### config.mk
export PLATFORM = sky130hd
export DESIGN_NAME = pipe_stall_ctrl_flat
export DESIGN_NICKNAME = d
export VERILOG_FILES = /design/src/rtl/pipe_stall_ctrl_if.sv /design/src/rtl/pipe_stall_ctrl.sv /design/src/flat_wrapper.sv
export SDC_FILE = /design/constraint.sdc
export NUM_CORES = 1
export LEC_CHECK = 0
export CORE_MARGIN = 5
export CORE_UTILIZATION = 50
export CTS_BUF_LIST = sky130_fd_sc_hd__clkbuf_2
export CTS_CLUSTER_SIZE = 30
export DETAILED_ROUTE_END_ITERATION = 8
export PLACE_DENSITY = 0.95
export SLEW_MARGIN = 10
export SYNTH_ARGS = -nofsm -noshare
export SYNTH_HDL_FRONTEND = slang
export SYNTH_SLANG_ARGS = --single-unit
### constraint.sdc
create_clock -name clk_i -period 6.42 [get_ports clk_i]
set_clock_uncertainty 0.2 [all_clocks]
set_input_delay 1.284 -clock clk_i [delete_from_list [all_inputs] [get_ports clk_i]]
set_output_delay 1.284 -clock clk_i [all_outputs]
set_load 0.05 [all_outputs]
### src/rtl/pipe_stall_ctrl_if.sv
// rtl/pipe_stall_ctrl_if.sv - data-cache miss handshake between the stall controller and the memory side
interface pipe_stall_ctrl_if;
   logic dmem_access_i;
   logic dcache_hit_i;
   logic dcache_dirty_i;
   logic mem_ack_i;
   logic mem_req_o;
   logic mem_we_o;
   logic refill_o;

   modport master (
      input  dmem_access_i,
      input  dcache_hit_i,
      input  dcache_dirty_i,
      input  mem_ack_i,
      output mem_req_o,
      output mem_we_o,
      output refill_o
   );

   modport slave (
      output dmem_access_i,
      output dcache_hit_i,
      output dcache_dirty_i,
      output mem_ack_i,
      input  mem_req_o,
      input  mem_we_o,
      input  refill_o
   );
endinterface

### src/rtl/pipe_stall_ctrl.sv
// rtl/pipe_stall_ctrl.sv - cache-miss FSM, load-use/branch hazard control and stall counters
module pipe_stall_ctrl #(
   parameter int REG_AW = 5,
   parameter int CNT_W  = 16
) (
   input  logic              clk_i,
   input  logic              rst_i,
   input  logic              start_i,
   input  logic              IDEX_MemRead_i,
   input  logic [REG_AW-1:0] IDEX_RDaddr_i,
   input  logic [REG_AW-1:0] IFID_RS1addr_i,
   input  logic [REG_AW-1:0] IFID_RS2addr_i,
   input  logic              branch_taken_i,
   pipe_stall_ctrl_if.master mem_if,
   output logic              mem_stall_o,
   output logic              pc_write_o,
   output logic              ifid_write_o,
   output logic              idex_bubble_o,
   output logic              ifid_flush_o,
   output logic [1:0]        state_o,
   output logic [CNT_W-1:0]  miss_cnt_o,
   output logic [CNT_W-1:0]  stall_cnt_o
);

   typedef enum logic [1:0] {
      IDLE   = 2'b00,
      WB     = 2'b01,
      REFILL = 2'b10,
      DONE   = 2'b11
   } state_e;

   localparam logic [CNT_W-1:0] CNT_ONE = {{(CNT_W-1){1'b0}}, 1'b1};

   state_e           state_q, state_d;
   logic [CNT_W-1:0] miss_cnt_q, miss_cnt_d;
   logic [CNT_W-1:0] stall_cnt_q, stall_cnt_d;
   logic             miss;
   logic             lu;

   always_comb begin
      miss = start_i & mem_if.dmem_access_i & ~mem_if.dcache_hit_i;
      lu   = start_i & IDEX_MemRead_i & (IDEX_RDaddr_i != '0) &
             ((IDEX_RDaddr_i == IFID_RS1addr_i) | (IDEX_RDaddr_i == IFID_RS2addr_i));

      state_d = state_q;
      unique case (state_q)
         IDLE:    if (miss) state_d = mem_if.dcache_dirty_i ? WB : REFILL;
         WB:      if (mem_if.mem_ack_i) state_d = REFILL;
         REFILL:  if (mem_if.mem_ack_i) state_d = DONE;
         DONE:    state_d = IDLE;
         default: state_d = IDLE;
      endcase

      // Outputs are qualified by rst_i so an asserted reset silences them within the cycle.
      mem_if.mem_req_o = rst_i & ((state_q == WB) | (state_q == REFILL));
      mem_if.mem_we_o  = rst_i & (state_q == WB);
      mem_if.refill_o  = rst_i & (state_q == REFILL) & mem_if.mem_ack_i;
      mem_stall_o      = rst_i & (((state_q == IDLE) & miss) | (state_q == WB) | (state_q == REFILL));

      pc_write_o    = 1'b0;
      ifid_write_o  = 1'b0;
      idex_bubble_o = 1'b0;
      ifid_flush_o  = 1'b0;
      if (!rst_i || !start_i || mem_stall_o) begin
         pc_write_o = 1'b0;
      end else if (lu) begin
         idex_bubble_o = 1'b1;
      end else begin
         pc_write_o   = 1'b1;
         ifid_write_o = 1'b1;
         ifid_flush_o = branch_taken_i;
      end

      miss_cnt_d = miss_cnt_q;
      if ((state_q == IDLE) && miss && (miss_cnt_q != '1)) miss_cnt_d = miss_cnt_q + CNT_ONE;

      stall_cnt_d = stall_cnt_q;
      if ((mem_stall_o || lu) && (stall_cnt_q != '1)) stall_cnt_d = stall_cnt_q + CNT_ONE;
   end

   always_ff @(posedge clk_i or negedge rst_i) begin
      if (!rst_i) begin
         state_q     <= IDLE;
         miss_cnt_q  <= '0;
         stall_cnt_q <= '0;
      end else begin
         state_q     <= state_d;
         miss_cnt_q  <= miss_cnt_d;
         stall_cnt_q <= stall_cnt_d;
      end
   end

   assign state_o     = state_q;
   assign miss_cnt_o  = miss_cnt_q;
   assign stall_cnt_o = stall_cnt_q;

endmodule

### src/flat_wrapper.sv
// flat-port wrapper written by rule: the top's interface ports become plain ports
module pipe_stall_ctrl_flat 
#(
   parameter int REG_AW = 5,
   parameter int CNT_W  = 16
)
  (clk_i, rst_i, start_i, IDEX_MemRead_i, IDEX_RDaddr_i, IFID_RS1addr_i, IFID_RS2addr_i, branch_taken_i, mem_stall_o, pc_write_o, ifid_write_o, idex_bubble_o, ifid_flush_o, state_o, miss_cnt_o, stall_cnt_o, mem_if_dmem_access_i, mem_if_dcache_hit_i, mem_if_dcache_dirty_i, mem_if_mem_ack_i, mem_if_mem_req_o, mem_if_mem_we_o, mem_if_refill_o);
  pipe_stall_ctrl_if mem_if_i ();
  input  logic clk_i;
  input  logic rst_i;
  input  logic start_i;
  input  logic IDEX_MemRead_i;
  input  logic [REG_AW-1:0] IDEX_RDaddr_i;
  input  logic [REG_AW-1:0] IFID_RS1addr_i;
  input  logic [REG_AW-1:0] IFID_RS2addr_i;
  input  logic branch_taken_i;
  output logic mem_stall_o;
  output logic pc_write_o;
  output logic ifid_write_o;
  output logic idex_bubble_o;
  output logic ifid_flush_o;
  output logic [1:0] state_o;
  output logic [CNT_W-1:0] miss_cnt_o;
  output logic [CNT_W-1:0] stall_cnt_o;
  input wire logic [$bits(mem_if_i.dmem_access_i)-1:0] mem_if_dmem_access_i;
  input wire logic [$bits(mem_if_i.dcache_hit_i)-1:0] mem_if_dcache_hit_i;
  input wire logic [$bits(mem_if_i.dcache_dirty_i)-1:0] mem_if_dcache_dirty_i;
  input wire logic [$bits(mem_if_i.mem_ack_i)-1:0] mem_if_mem_ack_i;
  output wire logic [$bits(mem_if_i.mem_req_o)-1:0] mem_if_mem_req_o;
  output wire logic [$bits(mem_if_i.mem_we_o)-1:0] mem_if_mem_we_o;
  output wire logic [$bits(mem_if_i.refill_o)-1:0] mem_if_refill_o;
  assign mem_if_i.dmem_access_i = mem_if_dmem_access_i;
  assign mem_if_i.dcache_hit_i = mem_if_dcache_hit_i;
  assign mem_if_i.dcache_dirty_i = mem_if_dcache_dirty_i;
  assign mem_if_i.mem_ack_i = mem_if_mem_ack_i;
  assign mem_if_mem_req_o = mem_if_i.mem_req_o;
  assign mem_if_mem_we_o = mem_if_i.mem_we_o;
  assign mem_if_refill_o = mem_if_i.refill_o;
  pipe_stall_ctrl #(.REG_AW(REG_AW), .CNT_W(CNT_W)) u_core (.clk_i(clk_i), .rst_i(rst_i), .start_i(start_i), .IDEX_MemRead_i(IDEX_MemRead_i), .IDEX_RDaddr_i(IDEX_RDaddr_i), .IFID_RS1addr_i(IFID_RS1addr_i), .IFID_RS2addr_i(IFID_RS2addr_i), .branch_taken_i(branch_taken_i), .mem_if(mem_if_i), .mem_stall_o(mem_stall_o), .pc_write_o(pc_write_o), .ifid_write_o(ifid_write_o), .idex_bubble_o(idex_bubble_o), .ifid_flush_o(ifid_flush_o), .state_o(state_o), .miss_cnt_o(miss_cnt_o), .stall_cnt_o(stall_cnt_o));
endmodule
==> key figures, run 1 <==
Timing
  • Final TNS setup: 0 ns
  • Fin. Hold Viols: 0
  • Setup ws final: roughly 1.2 ns
  • Min Clock Period, post-route: 5.208 ns
  • Worst slew pin tran: between 0.6 and 0.7 ns
  • Period utilization: 0.8113
  • Slew headroom: 0.5413
  • Fmax: 0.1920 GHz
  • Unrepaired setup endpoints after global routing: no
  • Slew Viols, Final: 0
  • Setup Viol. Count Final: 0

Floorplanning
  • Height of the die: between 70 and 80 um
  • I/O Pins: 66
  • Total die area: between 0.005 and 0.006 mm^2
  • Total core area: 0.003689 mm^2
  • DIE WIDTH: 71.88 um
  • Initial core utilization: 0.5190
  • Num rows: 22

Job
  • Max-Cap Viols: 0

Worst setup path
  • Worst-case reg-to-reg path depth: 8
  • CP cell instances: clkdlybuf4s50_1, or3_1, o311a_4, a21oi_1, and2_1, clkdlybuf4s50_1
  • Worst Setup End Kind: output pin
  • Peak fanout along the critical path: 3
  • CP most frequent cell: clkdlybuf4s50_1
  • Worst R2R Setup Slack: 3.99 ns
  • Critical path origin: IDEX_RDaddr_i[1]
  • CP top delay family: buffers and inverters
  • Critical Path Sink: ifid_flush_o
  • Critical path's slowest cell: clkdlybuf4s50_1
  • Reg2reg start: u_core.state_o[1]
  • Instance count on the critical path: 6
  • Reg2Reg Capture Point: u_core.stall_cnt_o[10]
  • WP data arrival: 3.72 ns
  • WP buf/inv: 2
  • Critical Path Start Type: input pin
  • Highest cell delay on the worst timing path: 0.79 ns
  • Crit Path Category: in -> out
  • CP required: 4.94 ns

Logic synthesis
  • Gate Count Post-Synth: approximately 190
  • Main flop type after synthesis: dfrtp_1
  • Syn Area/Cell: 10.35 um^2
  • Synth Register Bits: 34
  • Top cells by count, synth: dfrtp_1, xnor2_1, nand2_1
  • EDFF count, synth: 0
  • Ys Warns: 0
  • Net Count, Synth: 214
  • Netlist cell types: 42
  • Top cells by area, synth: dfrtp_1, xnor2_1, xor2_1, nand3_1, ha_1
  • Synthesized cell area: between 0.0015 and 0.002 mm^2
  • Post-synthesis sequential area ratio: 0.4444
  • Share of Yosys cell area claimed by the top area cell type: 0.4444
  • Count leader, synth: dfrtp_1
  • Post-synthesis async set-or-reset flop share: 1.000
  • Yosys top cell by area: dfrtp_1

CTS
  • Clock slew at reported path FFs: 0.18 ns
  • Clock Latency Late Sink: 0.38 ns
  • CTS Buffer Depth: 2
  • CTS tree: done
  • Clock net sink count: 34
  • Root buf cell: clkbuf_2
  • Num CTS Buffers: 5
  • Post-CTS Setup Repair Bufs: 0
  • Post-cts gate resize count: 0
  • H-tree depth: 2
  • Hold_buf cts: 0

Power and ir drop
  • Power Density: about 340 mW/mm^2
  • Max VDD drop: around 0.00032 V
  • P_leak: 1.095 nW

Detailed routing
  • # DRC: 0
  • Wire per inst: 14.17 um
  • Final wirelength: 4.322 mm
  • Via/cell ratio: roughly 5.2
  • DR pass1 iterations: 4
  • Initial DRC count: between 100 and 150
  • Vias: between 1500 and 2000
  • Routed Antenna Nets: 0

Final layout
  • Fraction of layout cells with a size suffix above 1: 0.08171
  • Final net count: 285
  • Layout area overhead: 38.17%
  • # diodes: 0

Global routing
  • First-pass GRT wire length: 7.141 mm
  • Number of antenna violations at the first check in global routing: 0
  • Total grt overflow: 0
  • Via count of the first global-routing pass: 1550
  • Largest net degree at the start of global routing: 33
  • Total GRT Usage: 0.1755

Status
  • Status: finished, final reports clean

Min path
  • Hold Crit Class: reg -> reg
  • Hold Path Origin: u_core.stall_cnt_o[11]

Placement
  • # port buffers: 65
  • Final HPWL DP: ~3.4 mm
  • Post-place setup slack: 1.216 ns
  • Routability cong.: 0.7759
==> routing by layer <==
metal  routed length, um  vias up  share of wire  global-route usage
met1                1822      762           0.42              0.2157
met5                   0        -              0                   0
li1                    -      796              -                   -
met4                  53        0          0.012             0.06681
met3                 200        8          0.046             0.04769
met2                2245       33           0.52              0.2929
==> sequential cells by signal (all words and copies together), names as in the netlist <==
register / cells
u_core.miss_cnt_o: 16
u_core.stall_cnt_o: 16
u_core.state_o: 2
==> report_power, final <==
group	switching, W	internal (W)	total (W)
Clock	0.0000699	0.0000232	0.0000931
Sequential	0.0000524	0.000255	0.000308
Combinational	0.000313	0.000183	0.000495
Total	0.000435	0.000461	0.000896
==> through the flow <==
| step | total power [W] | util | instance area, um^2 | std cells | hold slack (ns) |
|---|---|---|---|---|---|
| 4_1_cts | 0.0009028 | 0.7171 | 2645 | 305 | 0.3085 |
| 3_3_place_gp | 0.0007915 | 0.7073 | 2609 | 297 | 0.2797 |
| 3_5_place_dp | 0.0008091 | 0.7073 | 2609 | 297 | 0.2835 |
| 6_report | 0.0008961 | 0.7171 | 2645 | 305 | 0.3132 |
| 5_1_grt | 0.0009478 | 0.7171 | 2645 | 305 | 0.3340 |
| 2_1_floorplan | 0.0006472 | - | 1914 | 185 | 0.5946 |
==> cells in the final DEF (no fill, tap or decap), types with 2 or more instances in the layout <==
| cell type | Yosys | layout |
|---|---|---|
| clkdlybuf4s50_1 | 0 | 64 |
| dfrtp_1 | 34 | 34 |
| xnor2_1 | 20 | 20 |
| nand2_1 | 15 | 15 |
| nor2_1 | 14 | 14 |
| nand3_1 | 14 | 14 |
| xor2_1 | 14 | 14 |
| nor3_1 | 7 | 7 |
| and3_1 | 6 | 6 |
| nand4_1 | 6 | 6 |
| inv_1 | 5 | 5 |
| nor4_1 | 5 | 5 |
| ha_1 | 5 | 5 |
| clkbuf_2 | 0 | 5 |
| and2_1 | 3 | 3 |
| a21oi_1 | 3 | 3 |
| mux2_2 | 3 | 3 |
| clkinv_1 | 0 | 3 |
| or3_1 | 2 | 2 |
| and4_1 | 2 | 2 |
| a31oi_1 | 2 | 2 |
| o21ai_0 | 2 | 2 |
==> kinds of logic after synthesis <==
| logic type | Yosys count | share of synthesized area |
|---|---|---|
| mux | 6 | 0.03660 |
| buf+inv | 7 | 0.01961 |
| fa+ha+maj | 5 | 0.03268 |
| flops | 34 | 0.4444 |
| compound gates | 14 | 0.06275 |
| simple gates | 85 | 0.2484 |
| xor+xnor | 34 | 0.1556 |
==> final cells by class <==
type / instances / area (um^2)
well taps: 48 / 60.06
inverters: 5 / 18.77
multi-input cells: 144 / 1026
clock buffers: 5 / 25.02
flip-flops and latches: 34 / 850.8
repair buffers: 66 / 653.1
clock inverters: 3 / 11.26
fillers: 288 / 1044
==> worst min path at each step <==
stage,to,slack [ns],cells after the start
after floorplan,u_core.stall_cnt_o[11],0.59,1
after global placement,u_core.miss_cnt_o[9],0.28,1
after detailed placement,u_core.stall_cnt_o[11],0.28,1
after CTS,u_core.miss_cnt_o[9],0.31,1
after global routing,u_core.miss_cnt_o[9],0.33,1
final,u_core.stall_cnt_o[11],0.31,1
No activity file was read; power rests on OpenSTA's default activity.
==> run 2: changes to the inputs <==
--- a/config.mk
+++ b/config.mk
@@ -6,11 +6,11 @@
 export NUM_CORES = 1
 export LEC_CHECK = 0
 export CORE_MARGIN = 5
-export CORE_UTILIZATION = 50
+export CORE_UTILIZATION = 42
 export CTS_BUF_LIST = sky130_fd_sc_hd__clkbuf_2
 export CTS_CLUSTER_SIZE = 30
 export DETAILED_ROUTE_END_ITERATION = 8
-export PLACE_DENSITY = 0.95
+export PLACE_DENSITY = 0.88
 export SLEW_MARGIN = 10
 export SYNTH_ARGS = -nofsm -noshare
 export SYNTH_HDL_FRONTEND = slang
==> constraint.sdc (replaced) <==
create_clock -name clk_i -period 4.2 [get_ports clk_i]
set_clock_uncertainty 0.2 [all_clocks]
set_input_delay 0.84 -clock clk_i [delete_from_list [all_inputs] [get_ports clk_i]]
set_output_delay 0.84 -clock clk_i [all_outputs]
set_load 0.05 [all_outputs]
==> key figures, run 2 (synthesis gave the netlist of run 1 again) <==
Final layout
  • Final core utilization: 0.6338
  • Commonest non-fill, non-tap cell in the layout: clkdlybuf4s50_1
  • Final Non-Filler Cells: 311
  • # diodes: 0
  • Final net count: approximately 290
  • FILL cells: 391
  • Layout area overhead: 45.16%
  • Most frequent cells in the layout: clkdlybuf4s50_1, dfrtp_1, xnor2_1
  • Fraction of layout cells with a size suffix above 1: 0.1274

CTS
  • Clock Latency Late Sink: 0.38 ns
  • Hold_buf cts: 0
  • Root buf cell: clkbuf_2
  • CTS Buffer Depth: 2
  • Post-cts gate resize count: 0
  • H-tree depth: 2
  • Clock slew at reported path FFs: 0.19 ns
  • CTS tree: done
  • Clock net sink count: 34
  • Post-CTS Setup Repair Bufs: 0
  • Num CTS Buffers: 5

Worst setup path
  • WP data arrival: 2.60 ns
  • CP cell instances: clkdlybuf4s50_1, or3_1, o311a_4, a21oi_1, and2_1, buf_12
  • Crit Path Category: in -> out
  • Peak fanout along the critical path: 3
  • Worst-case reg-to-reg path depth: 8
  • Reg2reg start: u_core.state_o[0]
  • CP required: 3.16 ns
  • Worst R2R Setup Slack: approximately 1.7 ns
  • Worst Setup End Kind: output pin
  • Highest cell delay on the worst timing path: 0.49 ns
  • Critical path's slowest cell: clkdlybuf4s50_1
  • Critical Path Start Type: input pin
  • Critical path origin: IDEX_RDaddr_i[1]

Placement
  • Placed Cells: 303
  • Final HPWL DP: 3.713 mm
  • Routability cong.: 0.7720
  • # port buffers: 65

Min path
  • Hold Path Origin: u_core.miss_cnt_o[9]
  • Hold Crit Class: reg -> reg
  • Hold path depth: 1

Timing
  • Unrepaired setup endpoints after global routing: no
  • Slew headroom: 0.5445
  • Setup Viol. Count Final: 0
  • Worst slew pin tran: 0.6744 ns
  • Final TNS setup: 0 ns
  • Fin. Hold Viols: 0
  • Period utilization: 0.8663
  • Min Clock Period, post-route: 3.638 ns
  • Slew Viols, Final: 0
  • Fmax: 0.2748 GHz

Floorplanning
  • Total core area: 0.004384 mm^2
  • Initial core utilization: 0.4366
  • Height of the die: approximately 78 um
  • Total die area: 0.006008 mm^2
  • Num rows: 24
  • DIE WIDTH: 77.51 um
  • I/O Pins: 66

Global routing
  • Gr busiest metal: met2
  • Grt met1 use: 0.1902
  • Via count of the first global-routing pass: 1748
  • Met3 GRT Util: 0.05556
  • Global-route met2 utilization: 0.2694
  • Total grt overflow: 0
  • Largest net degree at the start of global routing: 22
  • Number of antenna violations at the first check in global routing: 0
  • Total GRT Usage: 0.1616
  • First-pass GRT wire length: ~8.0 mm

Detailed routing
  • DR pass1 iterations: 4
  • Routed Antenna Nets: 0
  • Final wirelength: 4.677 mm
  • Wire per inst: 15.04 um
  • # DRC: 0
  • Initial DRC count: between 40 and 50
  • Via/cell ratio: around 5.4
  • Vias: between 1500 and 2000

Power and ir drop
  • Power Density: 536.9 mW/mm^2
  • P_leak: roughly 1.2 nW
  • Max VDD drop: 0.0005174 V
  • Overall power: 0.001492 W

Status
  • Status: finished, final reports clean

Job
  • Max-Cap Viols: 0
run 2: cell count changes in the layout (fill, tap and decap cells not counted), sizes merged:
cell | previous run | this run
clkinv | 3 | 2
bufinv | 0 | 1
buf | 2 | 11
clkdlybuf4s50 | 64 | 57
run 2: layout make-up:
| class | count | area, um^2 | share of cell area |
|---|---|---|---|
| clock buffer | 5 | 25.02 | 0.009005 |
| clock inverter | 3 | 40.04 | 0.01441 |
| inverter | 5 | 18.77 | 0.006754 |
| multi-input combinational | 144 | 1026 | 0.3692 |
| sequential | 34 | 850.8 | 0.3062 |
| tap | 52 | 65.06 | 0.02341 |
| timing repair buffer | 68 | 753.2 | 0.2710 |
run 2: per-layer routing:
layer / share of wire / vias to the layer above
li1: - / 798
met1: 0.40 / 807
met2: 0.51 / 54
met3: 0.065 / 10
met4: 0.025 / 0
met5: 0 / -
run 2: power by group:
part,leakage [nW],internal (W),total [W],switching [W]
registers,0.435,0.000390,0.000470,0.0000803
clock network,0.0427,0.0000989,0.000210,0.000111
logic,0.684,0.000322,0.000811,0.000489
total,1.16,0.000811,0.00149,0.000681
run 2: per-stage QoR:
stage	instance area, um^2	hold WS [ns]	setup slack (ns)
detailed placement	2714	0.2830	0.5466
floorplan	1914	0.3444	0.2041
global route	2779	0.3322	0.4742
global placement	2714	0.2825	0.5809
CTS	2779	0.3089	0.5458
finish	2779	0.3054	0.5616
run 2: worst paths after layout:
path                                          end
max                                  ifid_flush_o
min                          u_core.miss_cnt_o[9]
max reg2reg                u_core.stall_cnt_o[10]
min reg2reg                  u_core.miss_cnt_o[9]
max in group asynchronous   u_core.miss_cnt_o[13]
min in group asynchronous       u_core.state_o[0]
run 2: critical path, delay by kind of cell:
| kind | cells | cell delay (ns) |
|---|---|---|
| buffers and inverters | 2 | 0.63 |
| AND/OR/NAND/NOR | 2 | 0.61 |
| AO/OA/AOI/OAI | 2 | 0.52 |
